File: config.mk
export PLATFORM = sky130hd
export DESIGN_NAME = conv_result_drain
export DESIGN_NICKNAME = d
export VERILOG_FILES = /design/src/rtl/conv_pkg.sv /design/src/rtl/conv_drain_fifo.sv /design/src/rtl/conv_result_drain.sv
export SDC_FILE = /design/constraint.sdc
export NUM_CORES = 1
export LEC_CHECK = 0
export ABC_CLOCK_PERIOD_IN_PS = 3000
export BUFFER_PORTS_ARGS = -buffer_cell sky130_fd_sc_hd__buf_4
export CELL_PAD_IN_SITES_DETAIL_PLACEMENT = 0
export CELL_PAD_IN_SITES_GLOBAL_PLACEMENT = 1
export CORE_MARGIN = 1.5
export CORE_UTILIZATION = 47
export CTS_BUF_LIST = sky130_fd_sc_hd__clkbuf_2 sky130_fd_sc_hd__clkbuf_4 sky130_fd_sc_hd__clkbuf_8
export DETAILED_ROUTE_END_ITERATION = 8
export PLACE_DENSITY = 0.81
export SLEW_MARGIN = 10
export SYNTH_ARGS = -nofsm -noshare
export SYNTH_HDL_FRONTEND = slang
export SYNTH_SLANG_ARGS = --single-unit
File: constraint.sdc
create_clock -name clk -period 3 [get_ports clk]
set_clock_uncertainty 0.2 [all_clocks]
set_input_delay 0 -clock clk [delete_from_list [all_inputs] [get_ports clk]]
set_output_delay 0 -clock clk [all_outputs]
set_load 0.005 [all_outputs]
File: src/rtl/conv_pkg.sv
// rtl/conv_pkg.sv - shared widths and requantization helper for the conv output path
package conv_pkg;

    localparam int DEF_ACC_W = 39;
    localparam int DEF_FRAC  = 16;
    localparam int DEF_OUT_W = 8;

    // Round half up, arithmetic shift, then clamp to the signed or ReLU range.
    // 64-bit working width holds any accumulator up to 63 bits without overflow.
    function automatic logic [15:0] sat_round(input logic signed [63:0] acc,
                                              input int frac,
                                              input int out_w,
                                              input logic relu);
        logic signed [63:0] r;
        logic signed [63:0] lo;
        logic signed [63:0] hi;
        r = (acc + (64'sd1 <<< (frac - 1))) >>> frac;
        if (relu) begin
            lo = 64'sd0;
            hi = (64'sd1 <<< out_w) - 64'sd1;
        end else begin
            lo = -(64'sd1 <<< (out_w - 1));
            hi = (64'sd1 <<< (out_w - 1)) - 64'sd1;
        end
        if (r < lo) begin
            r = lo;
        end else if (r > hi) begin
            r = hi;
        end
        return r[15:0];
    endfunction

endpackage

File: src/rtl/conv_drain_fifo.sv
// rtl/conv_drain_fifo.sv - first-word-fall-through pixel FIFO with occupancy count
module conv_drain_fifo #(
    parameter int W     = 8,
    parameter int DEPTH = 16,
    localparam int AW   = $clog2(DEPTH),
    localparam int CW   = AW + 1
) (
    input  logic          clk,
    input  logic          rst,
    input  logic          push,
    input  logic [W-1:0]  push_data,
    input  logic          pop,
    output logic [W-1:0]  rd_data,
    output logic [CW-1:0] count,
    output logic          push_drop
);

    localparam logic [CW-1:0] DEPTH_C = CW'(DEPTH);

    logic [W-1:0]  mem [DEPTH];
    logic [AW-1:0] wr_ptr;
    logic [AW-1:0] rd_ptr;
    logic          pop_ok;
    logic          push_ok;

    assign pop_ok    = pop && (count != '0);
    // A full FIFO still takes a word when the same cycle frees a slot.
    assign push_ok   = push && ((count < DEPTH_C) || pop_ok);
    assign push_drop = push && !push_ok;
    assign rd_data   = (count != '0) ? mem[rd_ptr] : '0;

    always_ff @(posedge clk) begin
        if (push_ok) begin
            mem[wr_ptr] <= push_data;
        end
    end

    always_ff @(posedge clk) begin
        if (rst) begin
            wr_ptr <= '0;
            rd_ptr <= '0;
            count  <= '0;
        end else begin
            if (push_ok) begin
                wr_ptr <= wr_ptr + 1'b1;
            end
            if (pop_ok) begin
                rd_ptr <= rd_ptr + 1'b1;
            end
            case ({push_ok, pop_ok})
                2'b10:   count <= count + 1'b1;
                2'b01:   count <= count - 1'b1;
                default: count <= count;
            endcase
        end
    end

endmodule

File: src/rtl/conv_result_drain.sv
// rtl/conv_result_drain.sv - credit, requant, buffering and framing for conv core results
module conv_result_drain
    import conv_pkg::*;
#(
    parameter int ACC_W     = DEF_ACC_W,
    parameter int FRAC      = DEF_FRAC,
    parameter int OUT_W     = DEF_OUT_W,
    parameter int DEPTH     = 16,
    parameter int FRAME_PIX = 1024
) (
    input  logic             clk,
    input  logic             rst,
    input  logic             issue,
    output logic             issue_ready,
    input  logic [ACC_W-1:0] acc_in,
    input  logic             acc_valid,
    input  logic             relu_en,
    output logic [OUT_W-1:0] out_data,
    output logic             out_valid,
    input  logic             out_ready,
    output logic             out_last,
    output logic             err_ovf,
    output logic             err_proto
);

    localparam int CW = $clog2(DEPTH) + 1;
    localparam int FW = (FRAME_PIX > 1) ? $clog2(FRAME_PIX) : 1;
    localparam logic [CW:0]   DEPTH_W = (CW + 1)'(DEPTH);
    localparam logic [FW-1:0] LAST_C  = FW'(FRAME_PIX - 1);

    logic [CW-1:0]    inflight;
    logic [CW-1:0]    fifo_count;
    logic [CW:0]      credit_used;
    logic [CW:0]      infl_next;
    logic             q_valid;
    logic [OUT_W-1:0] q_data;
    logic [15:0]      rq;
    logic             pop;
    logic             drop;
    logic [FW-1:0]    pix_cnt;

    assign credit_used = {1'b0, inflight} + {1'b0, fifo_count};
    assign issue_ready = credit_used < DEPTH_W;
    assign out_valid   = fifo_count != '0;
    assign pop         = out_valid && out_ready;
    assign out_last    = out_valid && (pix_cnt == LAST_C);
    assign rq          = sat_round({{(64 - ACC_W){acc_in[ACC_W-1]}}, acc_in}, FRAC, OUT_W, relu_en);

    // Every result leaving the requant stage retires its credit, even when the
    // FIFO drops it; issues beyond the budget saturate so the count never overflows.
    always_comb begin
        infl_next = {1'b0, inflight} + (CW + 1)'(issue);
        if (q_valid && (infl_next != '0)) begin
            infl_next = infl_next - 1'b1;
        end
        if (infl_next > DEPTH_W) begin
            infl_next = DEPTH_W;
        end
    end

    always_ff @(posedge clk) begin
        if (rst) begin
            inflight  <= '0;
            q_valid   <= 1'b0;
            q_data    <= '0;
            pix_cnt   <= '0;
            err_ovf   <= 1'b0;
            err_proto <= 1'b0;
        end else begin
            inflight <= infl_next[CW-1:0];
            q_valid  <= acc_valid;
            if (acc_valid) begin
                q_data <= rq[OUT_W-1:0];
            end
            if (pop) begin
                pix_cnt <= (pix_cnt == LAST_C) ? '0 : pix_cnt + 1'b1;
            end
            if (issue && !issue_ready) begin
                err_proto <= 1'b1;
            end
            if (drop) begin
                err_ovf <= 1'b1;
            end
        end
    end

    conv_drain_fifo #(
        .W     (OUT_W),
        .DEPTH (DEPTH)
    ) u_fifo (
        .clk       (clk),
        .rst       (rst),
        .push      (q_valid),
        .push_data (q_data),
        .pop       (pop),
        .rd_data   (out_data),
        .count     (fifo_count),
        .push_drop (drop)
    );

endmodule

* After elaboration in Yosys (flattened, before gate mapping)
Memory sizes are Yosys's and may differ from the RTL's. A register that Yosys moved wholly into a read port is not among the register bits. Cells that the tools add are included.
Word-level totals: memory bits (writable) 128, output and inout port bits 13, input port bits 45, bits in registers 39, memories kept 1, logic and storage cells 55
Memory list:
- u_fifo.mem | words 16, bits a word 8, rd ports 1, clocked after Yosys merged registers in 1, write ports 1, line conv_drain_fifo.sv:20 | logic [W-1:0] mem [DEPTH];
Cells by class: muxes and demuxes 13, reduce and logical (&&, ||, !) cells 14, add/sub/neg operators 9, order comparisons 5, equal/unequal tests 3
Operators with widths (number):
- $lt A24 B64 Y1 | 1
- $mux W64 | 1
- $add A39 B17 Y40 const B | 1
- $mux W8 | 4
- $gt A24 B9 Y1 | 1
- $add A10 B1 Y10 const B | 1
- $eq A10 B10 Y1 const B | 1
- $mux W10 | 1
- $pmux W5 S2 | 1
- $add A4 B1 Y4 const B | 2
- $mux W4 | 2
- $logic_and A1 B1 Y1 | 7
- $add A5 B1 Y6 | 1
- $add A5 B5 Y6 | 1
- $gt A6 B5 Y1 const B | 1
- $lt A6 B5 Y1 const B | 1
- $mux W6 | 1
- $reduce_bool A6 Y1 | 1
- $sub A6 B1 Y6 const B | 1
- $add A5 B1 Y5 const B | 1
- $lt A5 B5 Y1 const B | 1
- $mux W5 | 1
- $reduce_bool A5 Y1 | 1
- $sub A5 B1 Y5 const B | 1
- other kinds (7) | 9

* Depth between registers and ports, before layout
Gate-level depths: netlist of run 1.
depth after elaboration 7, gate-level depth with buffers 14, depth with buffers taken out 14

* Cells and area by module
Synthesis of run 1 repeated with hierarchy kept, for this count alone.
Unflattened totals: cells, all modules 642, area total of the unflattened synthesis 8470.6 um2
Modules (own cells, without submodules):
- conv_drain_fifo | cells each 319, area each 5923.2 um2, sequential area each 4184.0 um2, instances 1
- conv_result_drain | cells each 323, area each 2547.4 um2, sequential area each 520.5 um2, instances 1

* Worst setup path before layout of run 1
No wires, ideal clock.
path type register to register, start point register inflight[0], end point register inflight[0], library setup time 0.065 ns, path slack 0.113 ns, period minus slack after synthesis 2.887 ns, stages on the path, launching flop included 12, arrival time 2.622 ns, path buffers 0, data required time 2.735 ns, cell sequence dfxtp_1 ha_1 ha_1 inv_1 ha_1 or3b_2 o31a_1 nand2_1 mux2_2 a31oi_1 nand3_1 nor2_1
On the way: cells in the longest elaborated chain, start to end 6, elaborated cells on any way between the ends 7, those cells by class add/sub: 2; order compare: 1; mux: 1; reduce/logical: 3
Ends and longest elaborated chain:
- start: declaration | line conv_result_drain.sv:31 | logic [CW-1:0] inflight;
- start signal: assignment | line conv_result_drain.sv:70 | inflight <= infl_next[CW-1:0];
- $add A5 B1 Y6 (*) | line conv_result_drain.sv:52 | infl_next = {1'b0, inflight} + (CW + 1)'(issue);
- parallel branches: the longest is 2 deep, another holds $sub A6 B1 Y6
- $mux W6 (*) | line conv_result_drain.sv:53 | if (q_valid && (infl_next != '0)) begin
- $gt A6 B5 Y1 | line conv_result_drain.sv:56 | if (infl_next > DEPTH_W) begin
- $reduce_or A2 Y1 (no line)
Mark *: on every way between the ends. A chain may end at the register's enable or synchronous reset.

* Worst setup path after layout of run 1
start point input acc_in[23], end point register q_data[3]
On the way: cells in the longest elaborated chain, start to end 4, elaborated cells on any way between the ends 5, those cells by class add/sub: 1; order compare: 2; mux: 2
Ends and longest elaborated chain:
- start: declaration | line conv_result_drain.sv:15 | input logic [ACC_W-1:0] acc_in,
- $add A39 B17 Y40 (*) | line conv_pkg.sv:17 | r = (acc + (64'sd1 <<< (frac - 1))) >>> frac;
- parallel branches: the longest is 2 deep, another holds $lt A24 B64 Y1
- $mux W8 (*) | line conv_pkg.sv:25 | if (r < lo) begin
- end signal: assignment | line conv_result_drain.sv:73 | q_data <= rq[OUT_W-1:0];
- end: declaration | line conv_result_drain.sv:36 | logic [OUT_W-1:0] q_data;
Marks and branches as above.

==> results of run 1 <==
[through the flow]
stage | setup TNS (ps) | power, uW | hold slack (ps) | instances
after floorplan | 0 | 4040 | -127 | 586
after global placement | -1330 | 4690 | 162 | 862
after detailed placement | -1900 | 4780 | 166 | 862
after CTS | 0 | 6270 | 24.4 | 913
after global routing | -26.3 | 6580 | 92.0 | 913
final | 0 | 6250 | 57.9 | 913
[worst paths after layout]
kind	from	end	slack (ps)	cells past startpoint
max reg2reg	u_fifo.count[2]	u_fifo.count[4]	140	12
min	acc_in[19]	q_data[4]	60	5
min reg2reg	pix_cnt[9]	pix_cnt[9]	310	2
max	acc_in[23]	q_data[3]	130	14
[worst max-delay path: cells and delay by family]
kind | cells | cell delay, ps
buffers and inverters | 3 | 820
adder cells (fa/ha/maj) | 1 | 320
AO/OA/AOI/OAI | 6 | 980
XOR/XNOR | 1 | 180
AND/OR/NAND/NOR | 3 | 710
[routing by layer]
metal | vias up | GRT usage, % | share of wire [%]
li1 | 2431 | - | -
met1 | 2524 | 27.0 | 44
met2 | 116 | 35.4 | 51
met3 | 17 | 3.53 | 3.9
met4 | 0 | 5.97 | 1.3
met5 | - | 0 | 0
[registers in the layout, summed over array words and instances (netlist names), named ones only]
signal	flops
u_fifo.count	5
q_valid	1
u_fifo.mem	128
inflight	5
pix_cnt	10
err_proto	1
u_fifo.wr_ptr	4
err_ovf	1
q_data	8
u_fifo.rd_ptr	4
[cell usage in the layout (no fill, tap or decap), types with 9 or more instances in the layout]
cell and count:
buf_4 72, ha_1 36, nand3_1 19, edfxtp_1 128, mux4_2 40, a21oi_1 17, nand4_1 14, xor2_1 26
inv_1 20, nor2_1 47, nor2b_1 15, and2_1 9, xnor2_1 18, dfxtp_1 42, nand2_1 28, dlygate4sd3_1 18
clkbuf_8 17
[power groups by stage]
stage	clock, uW	combinational, uW	sequential, uW
6_report	1470	1960	2820
5_1_grt	1600	2130	2840
4_1_cts	1500	1950	2820
3_5_place_dp	0	1900	2870
3_3_place_gp	0	1830	2860
2_1_floorplan	0	1220	2820
[layout make-up]
class / count / area, sq um
clock buffer: 18 / 241
clock inverter: 14 / 108
fill: 1345 / 7170
inverter: 22 / 82.6
multi-input combinational: 372 / 3370
sequential: 171 / 4710
tap: 220 / 275
timing repair buffer: 96 / 807
[repair_timing]
item,in CTS,in global routing
pin swaps,1,14
cloned,0,0
gates resized for setup,3,23
hold buffers,19,0
setup endpoints to repair,4,13
endpoints found under the hold margin,43,0
[cell families after synthesis]
kind of cell | after synthesis | share of synthesized area (%)
xor gates and xnor gates | 45 | 4.85
buffers and inverters | 43 | 2.05
AOI/OAI and AO/OA | 65 | 5.91
and+or+nand+nor | 178 | 11.5
DFF | 171 | 57.9
adders and majority gates | 38 | 5.94
muxes | 46 | 11.9
==> flow_summary.yaml, run 1 <==
run_status:
  status: "complete, no violations"
sta:
  maxClockFrequency_mhz: 349
  relSlewSlack_pct: 43.4
  slew_violations: 0
  tightest_slew_ps: 842
  timing_hold_violations_final: 0
  layout_setup_ws_ps: 134
  final.period_utilization_pct: 95.5
  final_period_demand_of_the_worst_path_ps: 2870
  finalSetupViolCount: 0
cts:
  clk_path_buf_depth: 2
  numCtsBuffers: 17
  tritoncts: "built"
  cts.htree.levels: 4
  clk_pin_slew_ps: 90
  cts-root-buf: "clkbuf_8"
  post_cts_buffers: 0
  clock-sinks: 171
  clk-insertion-delay-late_ps: 460
layout:
  layout.core_utilization_pct: 57.2
  area_overhead_vs_synth_pct: 18.0
  nNetsFinal: 763
  layout_cell_share_with_drive_strength_beyond_1_pct: 26.1
  layout.cell_area.non_filler_sq_um: 9590
  insertedDiodeCount: 0
synthesis:
  post-synth-top-count-cell: "edfxtp_1"
  synth_area_leaders: "edfxtp_1, mux4_2, dfxtp_1"
  yosys_top_cell_area_share_pct: 47.3
  postSynthAreaPerCell_sq_um: 13.9
  netlist_area_before_placement_sq_um: 8130
  synth.yosys.seq_area_share_pct: 57.9
  synth_enable_flop_cells: 128
  synthesis.instances: 586
  ys_seq_elements: 171
  proportion_of_synthesized_flip_flops_having_asynchronous_set_or_reset_pct: 0
  post-synth-top-area-cell: "edfxtp_1"
  ys_types: 60
  ys.flop_type: "edfxtp_1"
  synth_warnings: 0
  synth_top_cells_by_count: "edfxtp_1, nor2_1, dfxtp_1"
  mappedNetlistNets: 669
routing:
  vias: 5088
  detailed_route_vias_per_instance: 5.57
  drt_iter0_markers: 339
  dr.pass1.iters: 4
  mean_routed_wirelength_per_cell_um: 19.1
  final_antenna_net_count: 0
  routed_wirelength_mm: 17.4
  drc: 0
worst_setup_path:
  critical_path_rt_ps: 3160
  end_kind: "flop"
  setup.worst_path.class: "primary input to flop"
  crit_path_start_kind: "primary input"
  timing.critical_path.slowest_stage_cell: "dlygate4sd3_1"
  crit_path_max_fanout: 5
  worst-endpoint-arrival_ps: 3020
  worst_path_largest_cell_delay_ps: 540
  worst_path_most_repeated_cell: "a21o_1"
  path_cells: "dlygate4sd3_1 > buf_4 > nand4_1 > nor4_4 > nand4_1 > xnor2_2 > ha_1 > a21o_1 > a21o_1 > a21oi_2 > a21o_1 > a31oi_4 > buf_6 > a32o_1"
global_route:
  grt_max_degree: 33
  grt_remaining_overflow: 0
  first_global_vias: 5213
  antenna_found_initial: 0
  grt_pass1_wl_mm: 27.9
  gr-usage-all-layers_pct: 20.6
power_and_ir_drop:
  p_int_uw: 4290
  powerDensity_nw_per_um2: 652
  power_switching_share_pct: 31.4
  p_seq_share_pct: 45.1
  clock_power_share_pct: 23.5
  power.combinational.fraction_pct: 31.4
  power.ir.vdd_worst_mv: 0.401
  net-switching-power_uw: 1960
  static-leakage-power_uw: 0.00347
die:
  die_outline_area_sq_um: 18100
  initial_core_utilization_pct: 48.5
  core_area_sq_um: 16800
  die_height_um: 135
  chipWidth_um: 135
  design.portCount: 58
  fp-row-count: 47
placed_design:
  numPortBuffers: 42
  dp_hpwl_mm: 12.2
  gp_congestion: 0.815
  placement.setup.worst_slack_ps: -256
  placed_cell_area_sq_um: 8920
min_path:
  worstHoldPathType: "primary input to flop"
job:
  cap_viol_max_count: 0
Power figures use the tool's default switching activity.
==> run 2: changes to the inputs <==
--- a/config.mk
+++ b/config.mk
@@ -6,14 +6,14 @@
 export NUM_CORES = 1
 export LEC_CHECK = 0
 export ABC_CLOCK_PERIOD_IN_PS = 3000
-export BUFFER_PORTS_ARGS = -buffer_cell sky130_fd_sc_hd__buf_4
 export CELL_PAD_IN_SITES_DETAIL_PLACEMENT = 0
 export CELL_PAD_IN_SITES_GLOBAL_PLACEMENT = 1
 export CORE_MARGIN = 1.5
-export CORE_UTILIZATION = 47
+export CORE_UTILIZATION = 50
 export CTS_BUF_LIST = sky130_fd_sc_hd__clkbuf_2 sky130_fd_sc_hd__clkbuf_4 sky130_fd_sc_hd__clkbuf_8
 export DETAILED_ROUTE_END_ITERATION = 8
-export PLACE_DENSITY = 0.81
+export DONT_BUFFER_PORTS = 1
+export PLACE_DENSITY = 0.82
 export SLEW_MARGIN = 10
 export SYNTH_ARGS = -nofsm -noshare
 export SYNTH_HDL_FRONTEND = slang
==> flow_summary.yaml, run 2 (synthesis results as in run 1) <==
layout:
  final_common_cell: "edfxtp_1"
  area_overhead_vs_synth_pct: 13.9
  most-common-layout-cells: "edfxtp_1, nor2_1, dfxtp_1, mux4_2, ha_1"
  final-seq-area_sq_um: 4710
  biggestRegsByFlops: "u_fifo.mem (128), pix_cnt (10), q_data (8)"
  registers.top_by_ff_count: "u_fifo.mem"
  insertedDiodeCount: 0
  multi_input_comb_area_sq_um: 3330
  layout.cell_area.non_filler_sq_um: 9250
  nFillCells: 1292
  largest_register_ffs: 128
  instances_no_fill: 865
  nNetsFinal: 719
  layout_cell_share_with_drive_strength_beyond_1_pct: 20.2
cts:
  clk_pin_slew_ps: 90
  clk_path_buf_depth: 2
  tritoncts: "built"
  cts-root-buf: "clkbuf_8"
  clk-insertion-delay-late_ps: 450
  clock-sinks: 171
  numCtsBuffers: 17
  cts.htree.levels: 4
routing:
  drt_iter0_markers: 343
  vias: 4915
  mean_routed_wirelength_per_cell_um: 18.3
  dr.pass1.iters: 4
  final_antenna_net_count: 0
  drc: 0
  detailed_route_vias_per_instance: 5.68
  routed_wirelength_mm: 15.9
global_route:
  gr-usage-all-layers_pct: 19.7
  grt_max_degree: 33
  grt_pass1_wl_mm: 25.0
  antenna_found_initial: 0
  grt_remaining_overflow: 0
  first_global_vias: 4897
die:
  design.portCount: 58
  initial_core_utilization_pct: 51.2
  core_area_sq_um: 15900
  die_height_um: 130
  die_outline_area_sq_um: 17000
  fp-row-count: 46
  chipWidth_um: 130
sta:
  relSlewSlack_pct: 34.4
  final.period_utilization_pct: 97.3
  maxClockFrequency_mhz: 343
  worst_hold_slack_across_all_endpoints_ps: -0.838
  slew_violations: 0
  finalSetupViolCount: 0
  timing_hold_violations_final: 1
  grt_setup_unrepaired: "yes"
  tightest_slew_ps: 981
  final_period_demand_of_the_worst_path_ps: 2920
run_status:
  failed_checks: "hold timing"
  status: "finished with violations"
placed_design:
  gp_congestion: 0.795
  dp_hpwl_mm: 11.1
  placed_cell_area_sq_um: 8520
  numPortBuffers: 0
  dp.cells: 806
worst_setup_path:
  crit_path_max_fanout: 4
  critical_path_rt_ps: 3190
  end_kind: "flop"
  setup.worst_path.class: "flop to flop"
  crit_path_start_kind: "flop"
  worst-endpoint-arrival_ps: 3110
min_path:
  worstHoldPathType: "primary input to flop"
power_and_ir_drop:
  static-leakage-power_uw: 0.00324
  power.ir.vdd_worst_mv: 0.484
  powerDensity_nw_per_um2: 664
job:
  cap_viol_max_count: 0
-- run 2: stage by stage --
stage          total power, uW  util [%]  worst slack, ps  setup TNS [ps]
2_1_floorplan             4040         -              113               0
3_3_place_gp              4420      53.6            -82.7            -388
3_5_place_dp              4490      53.6             -116            -685
4_1_cts                   6140      57.8             28.4               0
5_1_grt                   6460      58.3            -53.0            -169
6_report                  6140      58.3             82.4               0
-- run 2: worst paths after layout --
kind / startpoint / endpoint / slack, ps / depth (start not counted)
worst max-delay path: inflight[0] / inflight[1] / 80 / 11
worst max register to register: inflight[0] / inflight[1] / 80 / 11
worst min-delay path: acc_in[30] / q_data[7] / -0.8 / 6
worst min register to register: pix_cnt[9] / pix_cnt[9] / 300 / 2
-- run 2: area by class of cell --
class,count,area share (%)
Multi-Input combinational cell,372,36.0
Timing Repair Buffer,52,5.06
Sequential cell,171,50.9
Clock inverter,15,1.77
Tap cell,216,2.92
Inverter,22,0.892
Clock buffer,17,2.53
-- run 2: per-layer routing --
metal  wire length, um  vias up  global-route usage, %
li1                  -     2345                      -
met1              6740     2448                   24.6
met2              8330       99                   34.8
met3               515       23                   3.58
met4               269        0                   6.98
met5                 0        -                      0
-- run 2: where the power goes --
part / switching (uW) / internal, uW / total, uW
clock: 914 / 702 / 1620
sequential: 165 / 2680 / 2840
combinational: 827 / 862 / 1690
total: 1910 / 4240 / 6140
-- run 2: worst max-delay path, cell delays in order (launching register included) --
cell and delay [ps]:
dfxtp_1 360, ha_2 210, ha_4 210, inv_2 70, ha_1 140, or3b_2 430, o31a_1 330, nand2_2 90
mux2_2 360, a31oi_4 200, nand3_2 140, nor2_1 120
-- run 2: timing repair --
action,in CTS,in global routing
endpoints found under the setup margin,4,13
gates cloned,0,0
pin swaps,1,4
hold buffers,26,1
gates resized for setup,3,15
hold endpoints to repair,43,1
buffers inserted,0,1
